`src/rtl/parallel_adder_pkg.sv`:
```
// Shared helpers for the pipelined reduction adder: width derivation,
// tree-shape arithmetic and sign/zero extension.
// Build option: PARALLEL_ADDER_ACCUM_EN enables cross-vector accumulation.
package parallel_adder_pkg;

    // Widest value the extend helper can produce; callers truncate to their width.
    localparam int EXT_MAX = 128;

`ifdef PARALLEL_ADDER_ACCUM_EN
    localparam bit ACCUM_EN = 1'b1;
`else
    localparam bit ACCUM_EN = 1'b0;
`endif

    function automatic int clog2(input int n);
        int r;
        r = 0;
        while ((1 << r) < n) r++;
        return r;
    endfunction

    // Tree result width: enough headroom that DIM adds can never overflow.
    function automatic int res_w(input int w, input int dim);
        return w + clog2(dim);
    endfunction

    function automatic int acc_w(input int w, input int dim, input int extra);
        return res_w(w, dim) + extra;
    endfunction

    // Width of the sum port for the current build.
    function automatic int sum_w(input int w, input int dim, input int extra);
        return ACCUM_EN ? acc_w(w, dim, extra) : res_w(w, dim);
    endfunction

    // Register stages in the tree; a single element still gets one stage.
    function automatic int levels(input int dim);
        return (clog2(dim) < 1) ? 1 : clog2(dim);
    endfunction

    // Number of terms left after k pairing levels (odd leftovers carried).
    function automatic int terms_at(input int dim, input int k);
        return (dim + (1 << k) - 1) >> k;
    endfunction

    // Extend the low w bits of x to EXT_MAX bits, sign- or zero-filling.
    function automatic logic [EXT_MAX-1:0] extend(input logic [EXT_MAX-1:0] x,
                                                  input int w, input bit sgn);
        logic [EXT_MAX-1:0] r;
        for (int i = 0; i < EXT_MAX; i++)
            r[i] = (i < w) ? x[i] : (sgn & x[w-1]);
        return r;
    endfunction

endpackage

```
`src/rtl/adder_tree_stage.sv`:
```
// One level of the reduction tree: adds adjacent term pairs, passes an odd
// leftover term through, and registers the result with its valid bit.
module adder_tree_stage #(
    parameter int N_IN = 2,
    parameter int TW   = 16
) (
    input  logic                            clk,
    input  logic                            rst,
    input  logic                            en,
    input  logic                            valid_i,
    input  logic [N_IN-1:0][TW-1:0]         terms_i,
    output logic                            valid_o,
    output logic [(N_IN+1)/2-1:0][TW-1:0]   terms_o
);
    localparam int N_OUT = (N_IN + 1) / 2;

    logic [N_OUT-1:0][TW-1:0] pair_sum;
    logic [N_OUT-1:0][TW-1:0] terms_d, terms_q;
    logic                     valid_d, valid_q;

    for (genvar j = 0; j < N_OUT; j++) begin : pair_g
        if (2 * j + 1 < N_IN) begin : g_add
            assign pair_sum[j] = terms_i[2*j] + terms_i[2*j+1];
        end else begin : g_pass
            assign pair_sum[j] = terms_i[2*j];
        end
    end

    // Load the new level when the pipeline advances, otherwise hold.
    always_comb begin
        terms_d = terms_q;
        valid_d = valid_q;
        if (en) begin
            terms_d = pair_sum;
            valid_d = valid_i;
        end
    end

    // Stage register; reset drops the in-flight term and its valid.
    always_ff @(posedge clk or posedge rst) begin
        if (rst) begin
            terms_q <= '0;
            valid_q <= 1'b0;
        end else begin
            terms_q <= terms_d;
            valid_q <= valid_d;
        end
    end

    assign terms_o = terms_q;
    assign valid_o = valid_q;

endmodule

```
`src/rtl/pipelined_reduction_adder.sv`:
```
// Pipelined adder-tree reduction of a DIM-element vector to one sum, with a
// global stall (adv) shared by every stage so backpressure never loses data.
// Build option: PARALLEL_ADDER_ACCUM_EN adds in_last and an accumulator that
// sums tree results across a group and reports only the group total.
module pipelined_reduction_adder
    import parallel_adder_pkg::*;
#(
    parameter int DIM       = 8,
    parameter int W         = 16,
    parameter bit SIGNED    = 1'b0,
    parameter int ACC_EXTRA = 8
) (
    input  logic                                  Clock,
    input  logic                                  Reset,
    input  logic                                  in_valid,
    output logic                                  in_ready,
    input  logic [DIM*W-1:0]                      vector,
`ifdef PARALLEL_ADDER_ACCUM_EN
    input  logic                                  in_last,
`endif
    output logic                                  out_valid,
    input  logic                                  out_ready,
    output logic [sum_w(W, DIM, ACC_EXTRA)-1:0]   sum
);
    localparam int RES_W = res_w(W, DIM);
    localparam int SUM_W = sum_w(W, DIM, ACC_EXTRA);
    localparam int L     = levels(DIM);

    logic                      adv;
    logic [DIM-1:0][RES_W-1:0] ext_terms;
    logic [RES_W-1:0]          tree_sum;
    logic                      tree_vld;

    // Everything moves together; the only stall source is an unaccepted output.
    assign adv      = !out_valid || out_ready;
    assign in_ready = adv;

    // Widen every element to the result width before the first add.
    always_comb begin
        for (int i = 0; i < DIM; i++)
            ext_terms[i] = RES_W'(extend(EXT_MAX'(vector[W*i +: W]), W, SIGNED));
    end

    for (genvar k = 0; k < L; k++) begin : lvl_g
        localparam int N_IN  = terms_at(DIM, k);
        localparam int N_OUT = terms_at(DIM, k + 1);
        logic [N_IN-1:0][RES_W-1:0]  t_in;
        logic                        v_in;
        logic [N_OUT-1:0][RES_W-1:0] t_out;
        logic                        v_out;

        if (k == 0) begin : g_first
            assign t_in = ext_terms;
            assign v_in = in_valid;
        end else begin : g_next
            assign t_in = lvl_g[k-1].t_out;
            assign v_in = lvl_g[k-1].v_out;
        end

        adder_tree_stage #(.N_IN(N_IN), .TW(RES_W)) u_stage (
            .clk     (Clock),
            .rst     (Reset),
            .en      (adv),
            .valid_i (v_in),
            .terms_i (t_in),
            .valid_o (v_out),
            .terms_o (t_out)
        );
    end

    assign tree_sum = lvl_g[L-1].t_out[0];
    assign tree_vld = lvl_g[L-1].v_out;

`ifdef PARALLEL_ADDER_ACCUM_EN
    logic [L-1:0]     last_d, last_q;
    logic [SUM_W-1:0] acc_d, acc_q, tree_ext;
    logic             mid_d, mid_q;
    logic             ov_d, ov_q;

    assign tree_ext = SUM_W'(extend(EXT_MAX'(tree_sum), RES_W, SIGNED));

    // in_last travels alongside its vector through the tree levels.
    always_comb begin
        last_d = last_q;
        if (adv) begin
            last_d[0] = in_last;
            for (int i = 1; i < L; i++) last_d[i] = last_q[i-1];
        end
    end

    // First result of a group loads, later ones add; only the last one is shown.
    always_comb begin
        acc_d = acc_q;
        mid_d = mid_q;
        ov_d  = ov_q;
        if (adv) begin
            ov_d = tree_vld && last_q[L-1];
            if (tree_vld) begin
                acc_d = mid_q ? acc_q + tree_ext : tree_ext;
                mid_d = !last_q[L-1];
            end
        end
    end

    // Accumulator stage registers; reset abandons any partial group.
    always_ff @(posedge Clock or posedge Reset) begin
        if (Reset) begin
            last_q <= '0;
            acc_q  <= '0;
            mid_q  <= 1'b0;
            ov_q   <= 1'b0;
        end else begin
            last_q <= last_d;
            acc_q  <= acc_d;
            mid_q  <= mid_d;
            ov_q   <= ov_d;
        end
    end

    assign sum       = acc_q;
    assign out_valid = ov_q;
`else
    assign sum       = tree_sum;
    assign out_valid = tree_vld;
`endif

endmodule
```
`config.mk`:
```
export PLATFORM = sky130hd
export DESIGN_NAME = pipelined_reduction_adder
export DESIGN_NICKNAME = d
export VERILOG_FILES = /design/src/rtl/parallel_adder_pkg.sv /design/src/rtl/adder_tree_stage.sv /design/src/rtl/pipelined_reduction_adder.sv
export SDC_FILE = /design/constraint.sdc
export NUM_CORES = 1
export LEC_CHECK = 0
export CAP_MARGIN = 10
export CORE_MARGIN = 2
export CORE_UTILIZATION = 40
export CTS_CLUSTER_SIZE = 12
export DETAILED_ROUTE_END_ITERATION = 10
export SYNTH_ARGS = -nofsm -noshare
export SYNTH_HDL_FRONTEND = slang
export SYNTH_SLANG_ARGS = --single-unit
```
`constraint.sdc`:
```
create_clock -name Clock -period 8.8 [get_ports Clock]
set_input_delay 1.76 -clock Clock [delete_from_list [all_inputs] [get_ports Clock]]
set_output_delay 1.76 -clock Clock [all_outputs]
set_load 0.03 [all_outputs]
```
==> results.cfg <==
[run_status]
status = finished clean

[placement]
hpwl_microns = 17100
port-buffer-count = 152
dp_worst_setup_slack_ps = 3030
place.gp.congestion = 0.834

[die]
rows = 56
fp.dieW_microns = 158
io_pins = 153
coreArea_sq_um = 23300
dieArea_sq_um = 24900
die_h_microns = 158
start_util = 0.406

[setup_path]
crit_slowest_cell = clkdlybuf4s50_1
crit_arrival_ps = 4020
slowest_delay_ps = 820
r2r-end = lvl_g[1].u_stage.terms_o[34]$_DFFE_PP0P_
r2r_cells = 7
crit_top_cell = clkdlybuf4s50_1
timing_worst_setup_path_type = input pin to primary output
cp_cell_sequence = clkdlybuf4s50_1 -> nor2b_4 -> buf_4 -> inv_4 -> clkdlybuf4s50_1
crit_path_end_kind = primary output
startpoint = out_ready
setup.worst_path.start_class = input pin
cp_top_family = buffers and inverters
r2r-start = lvl_g[2].u_stage.valid_o$_DFFE_PP0P_
critPathMaxFanout = 71
cp-endpoint = in_ready
crit_required_ps = 7040
regToRegSetupSlack_ps = 5980
path_depth = 5
crit_buf_inv = 4

[finish]
final_nets = 1486
fill_cells = 2279
diodes = 0
syn_to_final_growth_pct = 25.6
final_common_cell = clkdlybuf4s50_1
drive_gt1_frac = 0.0443
final_cell_mix = 152 x clkdlybuf4s50_1, 138 x nand2_1, 126 x dfrtp_1

[synth]
synth.distinct_cells = 61
avgSynthCellArea_sq_um = 8.69
synth.area.top_cells = dfrtp_1 33%, ha_1 15%, a21oi_1 6.0%, o21ai_0 5.6%, nand2_1 5.5%
synthCells = 1089
synth_flop_cell = dfrtp_1
ys_seq_elements = 126
synth_edf_count = 0
seq_area_frac_synth = 0.333
yosysTopAreaCell = dfrtp_1
async_flop_share = 1.00
syn_area_sq_um = 9460
synth_top_area_frac = 0.333
yosysWarnings = 0
synth_nets = 1344

[detailed_routing]
first_pass_iters = 5
drc = 0
num_vias = 8070
drtIter0Drc = 443
drt_wl_total_microns = 22000
avgRoutedWirePerCell_microns = 14.1
ant_nets = 0
vias_per_cell = 5.17

[global_routing]
grt_max_degree = 93
grt_pass1_vias = 7562
grt.busiest_layer = met2
use_met1 = 0.262
overflow = 0
grtUsageMet3 = 0.0290
grt_util_all_layers = 0.182
grt_util_met2 = 0.283
grt_pass1_wl_microns = 36400
antenna_found_initial = 1

[sta]
min_period_ps = 5780
setup_violations = 0
finalClockSkew_ps = 9.54
slew_headroom = 0.412
totalNegativeSetupSlack_ps = 0
hold_viol = 0
fmax_ghz = 0.173
finalCritPeriodShare = 0.656
rsz0062_at_grt = no
drv_slew = 0
worst_slack_ps = 3020
tightest_slew_ps = 883

[flow_run]
drv_cap = 0

[power_and_ir_drop]
p_int_mw = 2.24
p_sw_mw = 1.63
combPwrFrac = 0.562
power.static_leakage_nw = 5.21
ir_worst_vdd_mv = 0.176
swShare = 0.421
power.density_nw_per_um2 = 325
sequentialPowerShare = 0.261
p_clk_frac = 0.177

[clock_network]
h-tree-depth = 4
clock_sinks = 126
cts-root-buf = clkbuf_16
numCtsBuffers = 17
post_cts_buffers = 0
hold_buffers = 0
cts_buffer_depth = 2
cts_tree = yes
clkTransAtPathRegs_ps = 50
cts_resized = 0
clk_latency_ps = 420

[min_path]
hp-class = flip-flop to flip-flop
[worst reg2reg max path, stage by stage, from the launching register on]
cell and delay (ps):
dfrtp_1 370, nor2b_4 120, buf_4 260, inv_4 570
buf_4 700, nand2_1 140, or4_1 510, nand3_1 90
[worst min path at each step]
stage,start,endpoint,slack (ps),cells after the start
final,lvl_g[1].u_stage.terms_o[0]$_DFFE_PP0P_,lvl_g[1].u_stage.terms_o[0]$_DFFE_PP0P_,470,2
after global placement,lvl_g[0].u_stage.valid_o$_DFFE_PP0P_,lvl_g[0].u_stage.valid_o$_DFFE_PP0P_,460,2
after CTS,lvl_g[1].u_stage.terms_o[0]$_DFFE_PP0P_,lvl_g[1].u_stage.terms_o[0]$_DFFE_PP0P_,480,2
after floorplan,lvl_g[1].u_stage.valid_o$_DFFE_PP0P_,lvl_g[1].u_stage.valid_o$_DFFE_PP0P_,430,2
after global routing,lvl_g[1].u_stage.valid_o$_DFFE_PP0P_,lvl_g[1].u_stage.valid_o$_DFFE_PP0P_,500,2
after detailed placement,lvl_g[1].u_stage.terms_o[0]$_DFFE_PP0P_,lvl_g[1].u_stage.terms_o[0]$_DFFE_PP0P_,470,2
[kinds of logic (layout without fill, tap and decap cells)]
| kind of cell | after synthesis | after routing | synth area share |
|---|---|---|---|
| simple gates | 317 | 317 | 0.146 |
| flops | 126 | 126 | 0.333 |
| xor+xnor | 88 | 88 | 0.0814 |
| compound gates | 368 | 368 | 0.243 |
| buf+inv | 66 | 218 | 0.0263 |
| fa+ha+maj | 123 | 123 | 0.168 |
| mux | 1 | 1 | 0.00106 |
[cell usage after synthesis (4+ instances only)]
library cell / n
nand2b_1: 11
nor2_1: 97
a211oi_1: 12
nand3_1: 19
a2111o_1: 4
nor2b_1: 6
a31o_2: 6
nand2_1: 138
dfrtp_1: 126
o21bai_1: 10
o21ai_1: 4
xor2_1: 49
a31oi_1: 8
or3_1: 5
xnor2_1: 39
nor3_1: 12
o2111ai_1: 5
a21oi_2: 4
inv_1: 31
clkbuf_1: 29
a221oi_1: 4
o31ai_2: 4
o21ai_0: 105
a21oi_1: 113
o211ai_1: 10
a21o_1: 31
fa_1: 7
nand4_1: 5
ha_1: 116
o31ai_1: 4
buf_1: 4
o21a_1: 19
[registers in the layout (all words and copies together) (netlist names)]
| signal | cells |
|---|---|
| lvl_g.u_stage.terms_o | 123 |
| lvl_g.u_stage.valid_o | 3 |
[cell type report]
type	count	area [sq um]	area share
multi-input combinational	897	6070	0.511
sequential	126	3150	0.265
timing repair buffer	157	1560	0.131
clock buffer	24	522	0.0439
tap	319	399	0.0336
inverter	32	125	0.0105
clock inverter	5	55.1	0.00463
[stage by stage]
| step | cell area [sq um] | instances | hold slack, ps | util | power, mW |
|---|---|---|---|---|---|
| floorplan | 9460 | 1089 | 430 | - | 2.62 |
| global placement | 11300 | 1531 | 459 | 0.485 | 3.17 |
| global route | 11900 | 1560 | 503 | 0.509 | 4.23 |
| detailed placement | 11300 | 1531 | 465 | 0.485 | 3.20 |
| CTS | 11900 | 1560 | 478 | 0.509 | 3.90 |
| finish | 11900 | 1560 | 469 | 0.509 | 3.87 |
[power by group through the flow]
stage,logic [mW],registers (mW),clock network (mW)
2_1_floorplan,1.57,1.05,0
3_3_place_gp,2.15,1.02,0
3_5_place_dp,2.17,1.03,0
4_1_cts,2.19,1.02,0.697
5_1_grt,2.46,1.05,0.719
6_report,2.17,1.01,0.683
[routing by layer]
layer	vias to the layer above	wire (microns)
met2	130	9810
met4	2	214
met5	-	13
met3	14	771
li1	4209	-
met1	3715	11200
No activity file was read; power rests on OpenSTA's default activity.
==> RTL edit 1, RTL diff (same flow settings) <==
Change the parameter `W` from 16 to 12.
--- a/src/rtl/pipelined_reduction_adder.sv
+++ b/src/rtl/pipelined_reduction_adder.sv
@@ -6,7 +6,7 @@
     import parallel_adder_pkg::*;
 #(
     parameter int DIM       = 8,
-    parameter int W         = 16,
+    parameter int W         = 12,
     parameter bit SIGNED    = 1'b0,
     parameter int ACC_EXTRA = 8
 ) (
Ports: changed (resized sum and vector); port bits go from 153 to 117. No check against the original RTL was run, so the function may have changed too.
==> RTL edit 1 against the unedited design <==
  * Die area is 23% lower
  * Register-to-register slack better by 0.25 ns
  * Routed wire length is 29% lower
  * Power fell by 28%
  * Sequential cell count down 28
  * Setup slack better by 0.95 ns
  * Cell count decreased by 26%
  * Combinational power decreased by 24%
  * Area after synthesis decreased by 24%
  * Clock power is 46% lower
  * Final area is 25% lower
==> RTL edit 1: results (changes against the unedited design) <==
{
  "via_per_inst": {"value": 5.23, "change": "+1.2%"},
  "netlist-cell-type-count": {"value": 54, "change": "-11%"},
  "gp_congestion": {"value": 0.861, "change": "+3.3%"},
  "first_global_vias": {"value": 5727, "change": "-24%"},
  "synth_fp_nets": {"value": 1006, "change": "-25%"},
  "async_set_or_reset_flop_fraction_in_the_synthesized_netlist": {"value": 1.00, "change": "unchanged"},
  "finalClockSkew": {"value": 0.00881, "unit": "ns", "change": "-0.000722 ns"},
  "worst_slew_pin_slew": {"value": 0.996, "unit": "ns", "change": "+0.113 ns"},
  "pwr.group.clock": {"value": 0.000367, "unit": "W", "change": "-46%"},
  "critPathMaxFanout": {"value": 3, "change": "-96%"},
  "drt-total-wl": {"value": 15700, "unit": "µm", "change": "-29%"},
  "vias": {"value": 6014, "change": "-25%"},
  "delay_of_the_slowest_cell_on_the_worst_path": {"value": 0.68, "unit": "ns", "change": "-0.14 ns"},
  "cts_buffers": {"value": 9, "change": "-8"},
  "largest_net_degree_at_the_start_of_global_routing": {"value": 108, "change": "+16%"},
  "clk_pin_slew": {"value": 0.07, "unit": "ns", "change": "+0.02 ns"},
  "grtUsageTotal": {"value": 0.169, "change": "-0.0127"},
  "yosys-top-cells-count": "109 x nand2_1, 98 x dfrtp_1, 88 x ha_1",
  "max_reg_flops": {"value": 95, "change": "-23%"},
  "first_pass_iters": {"value": 4, "change": "-1"},
  "cts_htree_levels": {"value": 3, "change": "-1"},
  "mean_area_per_synthesized_cell": {"value": 8.89, "unit": "µm²", "change": "+2.4%"},
  "worst_r2r_path_depth": {"value": 8, "change": "+1"},
  "timing.rr.start": "lvl_g[1].u_stage.terms_o[0]",
  "r2r_setup_slack": {"value": 6.23, "unit": "ns", "change": "+0.25 ns"},
  "crit_arrival": {"value": 3.06, "unit": "ns", "change": "-0.96 ns"},
  "rr_endpoint": "lvl_g[2].u_stage.terms_o[14]",
  "power_switching_share": {"value": 0.437, "change": "+0.0155"},
  "comb_power": {"value": 0.00166, "unit": "W", "change": "-24%"},
  "hold_path.startpoint": "lvl_g[1].u_stage.valid_o",
  "run_status": "finished clean",
  "ys_seq_area_frac": {"value": 0.340, "change": "+0.00678"},
  "holdWs": {"value": 0.459, "unit": "ns", "change": "-0.00964 ns"},
  "drt_iter0_markers": {"value": 244, "change": "-45%"},
  "reported_leakage_power": {"value": 3.91, "unit": "nW", "change": "-25%"},
  "cells_on_worst_hold_path": {"value": 1, "change": "-1"},
  "worst_skew_pair.late_latency": {"value": 0.35, "unit": "ns", "change": "-0.07 ns"},
  "fraction_of_layout_cells_with_a_size_suffix_above_1": {"value": 0.0402, "change": "-0.00410"},
  "hpwl": {"value": 11900, "unit": "µm", "change": "-30%"}
}
[RTL edit 1: changes by cell type after synthesis, sizes merged, moves of 28 or more]
cell	before	now
a21oi	117	77
o21ai	109	76
nor2	97	65
nand2	138	109
dfrtp	126	98
ha	116	88
[RTL edit 1: area by class of cell]
class                      count  area (µm²)  share of cell area
tap                          229         287              0.0323
sequential                    98        2450               0.276
inverter                      15        58.8             0.00663
clock inverter                 5        41.3             0.00466
multi-input combinational    673        4620               0.521
timing repair buffer         119        1180               0.133
clock buffer                  10         229              0.0258
[RTL edit 1: critical path, delay by kind of cell]
kind          cells  cell delay [ns]
simple gates      1             0.07
buf+inv           3             1.23
[RTL edit 1: per-stage QoR]
step / worst slack [ns] / power, W / instance area, µm² / utilization
2_1_floorplan: 4.29 / 0.00202 / 7210 / -
3_3_place_gp: 3.97 / 0.00243 / 8600 / 0.482
3_5_place_dp: 3.97 / 0.00245 / 8600 / 0.482
4_1_cts: 3.97 / 0.00283 / 8870 / 0.497
5_1_grt: 3.95 / 0.00308 / 8870 / 0.497
6_report: 3.98 / 0.00280 / 8870 / 0.497
[RTL edit 1: kinds of logic (layout without fill, tap and decap cells)]
kind of cell | after synthesis | in the layout | synth area share
DFF | 98 | 98 | 0.340
xor gates and xnor gates | 63 | 63 | 0.0765
adders and majority gates | 95 | 95 | 0.172
muxes | 6 | 6 | 0.00885
AOI/OAI and AO/OA | 262 | 262 | 0.231
and+or+nand+nor | 247 | 247 | 0.151
buffers and inverters | 40 | 149 | 0.0208
[RTL edit 1: per-layer routing]
layer,track usage,part of all wire,routed length [µm],vias up
met5,0,0,0,-
met4,0.0435,0.011,178,0
met3,0.0229,0.026,402,12
met1,0.253,0.53,8340,2773
li1,-,-,-,3145
met2,0.257,0.43,6770,84
==> RTL edit 2, RTL diff (same flow settings) <==
Made on the original files. Set the package constant `ACCUM_EN` to 1'b1 (it was 1'b0).
--- a/src/rtl/parallel_adder_pkg.sv
+++ b/src/rtl/parallel_adder_pkg.sv
@@ -9,7 +9,7 @@
 `ifdef PARALLEL_ADDER_ACCUM_EN
     localparam bit ACCUM_EN = 1'b1;
 `else
-    localparam bit ACCUM_EN = 1'b0;
+    localparam bit ACCUM_EN = 1'b1;
 `endif
 
     function automatic int clog2(input int n);
Ports: changed (resized sum); port bits go from 153 to 161. No check against the original RTL was run, so the function may have changed too.
==> RTL edit 2 against the unedited design <==
  * Final area shrank 0.27%
  * Setup slack gained 0.47 ns
  * Routed wire length shrank 0.61%
  * Sequential cell count is the same
  * Die area grew 0.65%
  * Cell count grew 0.64%
  * Area after synthesis grew 0.67%
  * Count of clock-buffer cells in the layout shrank 2
  * Power shrank 1.5%
  * Worst hold slack gained 0.0032 ns
==> RTL edit 2: results (changes against the unedited design) <==
{
  "cts_max_path_buffers": {"value": 2, "change": "unchanged"},
  "worst_skew_pair.late_latency_ns": 0.43,
  "power_switching_share": {"value": 0.431, "change": "+0.00978"},
  "hpwl": {"value": 16900, "unit": "µm", "change": "-0.85%"},
  "first_pass_iters": {"value": 6, "change": "+1"},
  "drt-total-wl": {"value": 21800, "unit": "µm", "change": "-0.61%"},
  "initial_antenna_violation_count": {"value": 0, "change": "-1"},
  "run_status": "finished clean",
  "pre_cts_slack": {"value": 3.49, "unit": "ns", "change": "+0.460 ns"},
  "async_set_or_reset_flop_fraction_in_the_synthesized_netlist": {"value": 1.00, "change": "unchanged"},
  "hold_path.startpoint": "lvl_g[0].u_stage.terms_o[19]",
  "synth_top_cells_by_area": "dfrtp_1 33%, ha_1 15%, a21oi_1 5.9%",
  "clock_power_share": {"value": 0.164, "change": "-0.013"},
  "rr_endpoint": "lvl_g[1].u_stage.terms_o[15]",
  "critPathMaxFanout": {"value": 41, "change": "-42%"},
  "r2r_setup_slack": {"value": 6.09, "unit": "ns", "change": "+0.11 ns"},
  "crit_arrival": {"value": 3.54, "unit": "ns", "change": "-0.48 ns"},
  "via_per_inst": {"value": 5.16, "change": "-0.29%"},
  "antennaDiodeCount": {"value": 0, "change": "unchanged"},
  "gp_congestion": {"value": 0.812, "change": "-2.5%"},
  "min_delay_worst_endpoint": "lvl_g[0].u_stage.terms_o[19]",
  "finish.net_count": {"value": 1493, "change": "+0.47%"},
  "worst_vdd_rail_ir_drop": {"value": 0.000180, "unit": "V", "change": "+2.3%"},
  "grtUsageTotal": {"value": 0.180, "change": "-0.00143"},
  "worst_slew_pin_slew": {"value": 1.09, "unit": "ns", "change": "+0.205 ns"},
  "netlist-cell-type-count": {"value": 63, "change": "+3.3%"},
  "reported_leakage_power": {"value": 5.20, "unit": "nW", "change": "-0.29%"},
  "global_route_wire_length_before_repair": {"value": 36100, "unit": "µm", "change": "-0.97%"},
  "largest_net_degree_at_the_start_of_global_routing": {"value": 110, "change": "+18%"},
  "fraction_of_layout_cells_with_a_size_suffix_above_1": {"value": 0.0424, "change": "-0.00195"},
  "ys_seq_area_frac": {"value": 0.331, "change": "-0.00223"},
  "first_global_vias": {"value": 7491, "change": "-0.94%"},
  "drt_iter0_markers": {"value": 410, "change": "-7.4%"}
}
[RTL edit 2: cell count changes in the layout (fill, tap and decap cells not counted)]
cell | unedited run | this run
clkbuf_8 | 7 | 1
clkinv_4 | 0 | 2
clkbuf_1 | 0 | 4
clkinvlp_4 | 2 | 4
clkinv_2 | 2 | 4
bufinv_16 | 1 | 0
conb_1 | 0 | 8
buf_4 | 5 | 4
[RTL edit 2: how the worst max path moves through the flow]
stage	slack, ns	endpoint	depth (start not counted)	start
4_1_cts	3.48	in_ready	5	out_ready
6_report	3.50	in_ready	5	out_ready
3_3_place_gp	3.47	in_ready	5	out_ready
3_5_place_dp	3.49	in_ready	5	out_ready
2_1_floorplan	3.68	lvl_g[0].u_stage.terms_o[0]	1	Reset
5_1_grt	3.41	in_ready	5	out_ready
[RTL edit 2: area by class of cell]
type,instances,area (µm²)
fillers,2334,11600
inverters,32,125
clock inverters,10,67.6
flip-flops and latches,126,3150
clock buffers,22,454
multi-input cells,905,6100
well taps,319,399
repair buffers,156,1550
[RTL edit 2: metal layers]
metal / vias up / share of wire / global-route usage
met5: - / 0 / 0
met4: 0 / 0.012 / 0.0476
met3: 15 / 0.029 / 0.0286
met2: 126 / 0.44 / 0.274
met1: 3732 / 0.52 / 0.266
li1: 4225 / - / -
[RTL edit 2: power by group through the flow]
stage,combinational (W),sequential [W],clock [W]
CTS,0.00220,0.00101,0.000635
global placement,0.00215,0.00102,0
detailed placement,0.00218,0.00102,0
floorplan,0.00158,0.00105,0
finish,0.00217,0.00101,0.000623
global route,0.00247,0.00104,0.000665
[RTL edit 2: cells by family after synthesis]
kind of cell,share of synthesized area
and+or+nand+nor,0.145
AOI/OAI and AO/OA,0.242
DFF,0.331
xor gates and xnor gates,0.0809
other,0.000394
adders and majority gates,0.167
buffers and inverters,0.0324
muxes,0.00105
[RTL edit 2: critical path, stage by stage]
cell and delay [ns]:
clkdlybuf4s50_1 0.50, nor2b_4 0.04, buf_4 0.25, inv_4 0.25
clkdlybuf4s50_1 0.72
[RTL edit 2: through the flow]
stage          instance area, µm²  utilization  std cells
2_1_floorplan                9550            -       1105
3_3_place_gp                11300        0.484       1538
3_5_place_dp                11300        0.484       1538
4_1_cts                     11800        0.506       1570
5_1_grt                     11800        0.506       1570
6_report                    11800        0.506       1570
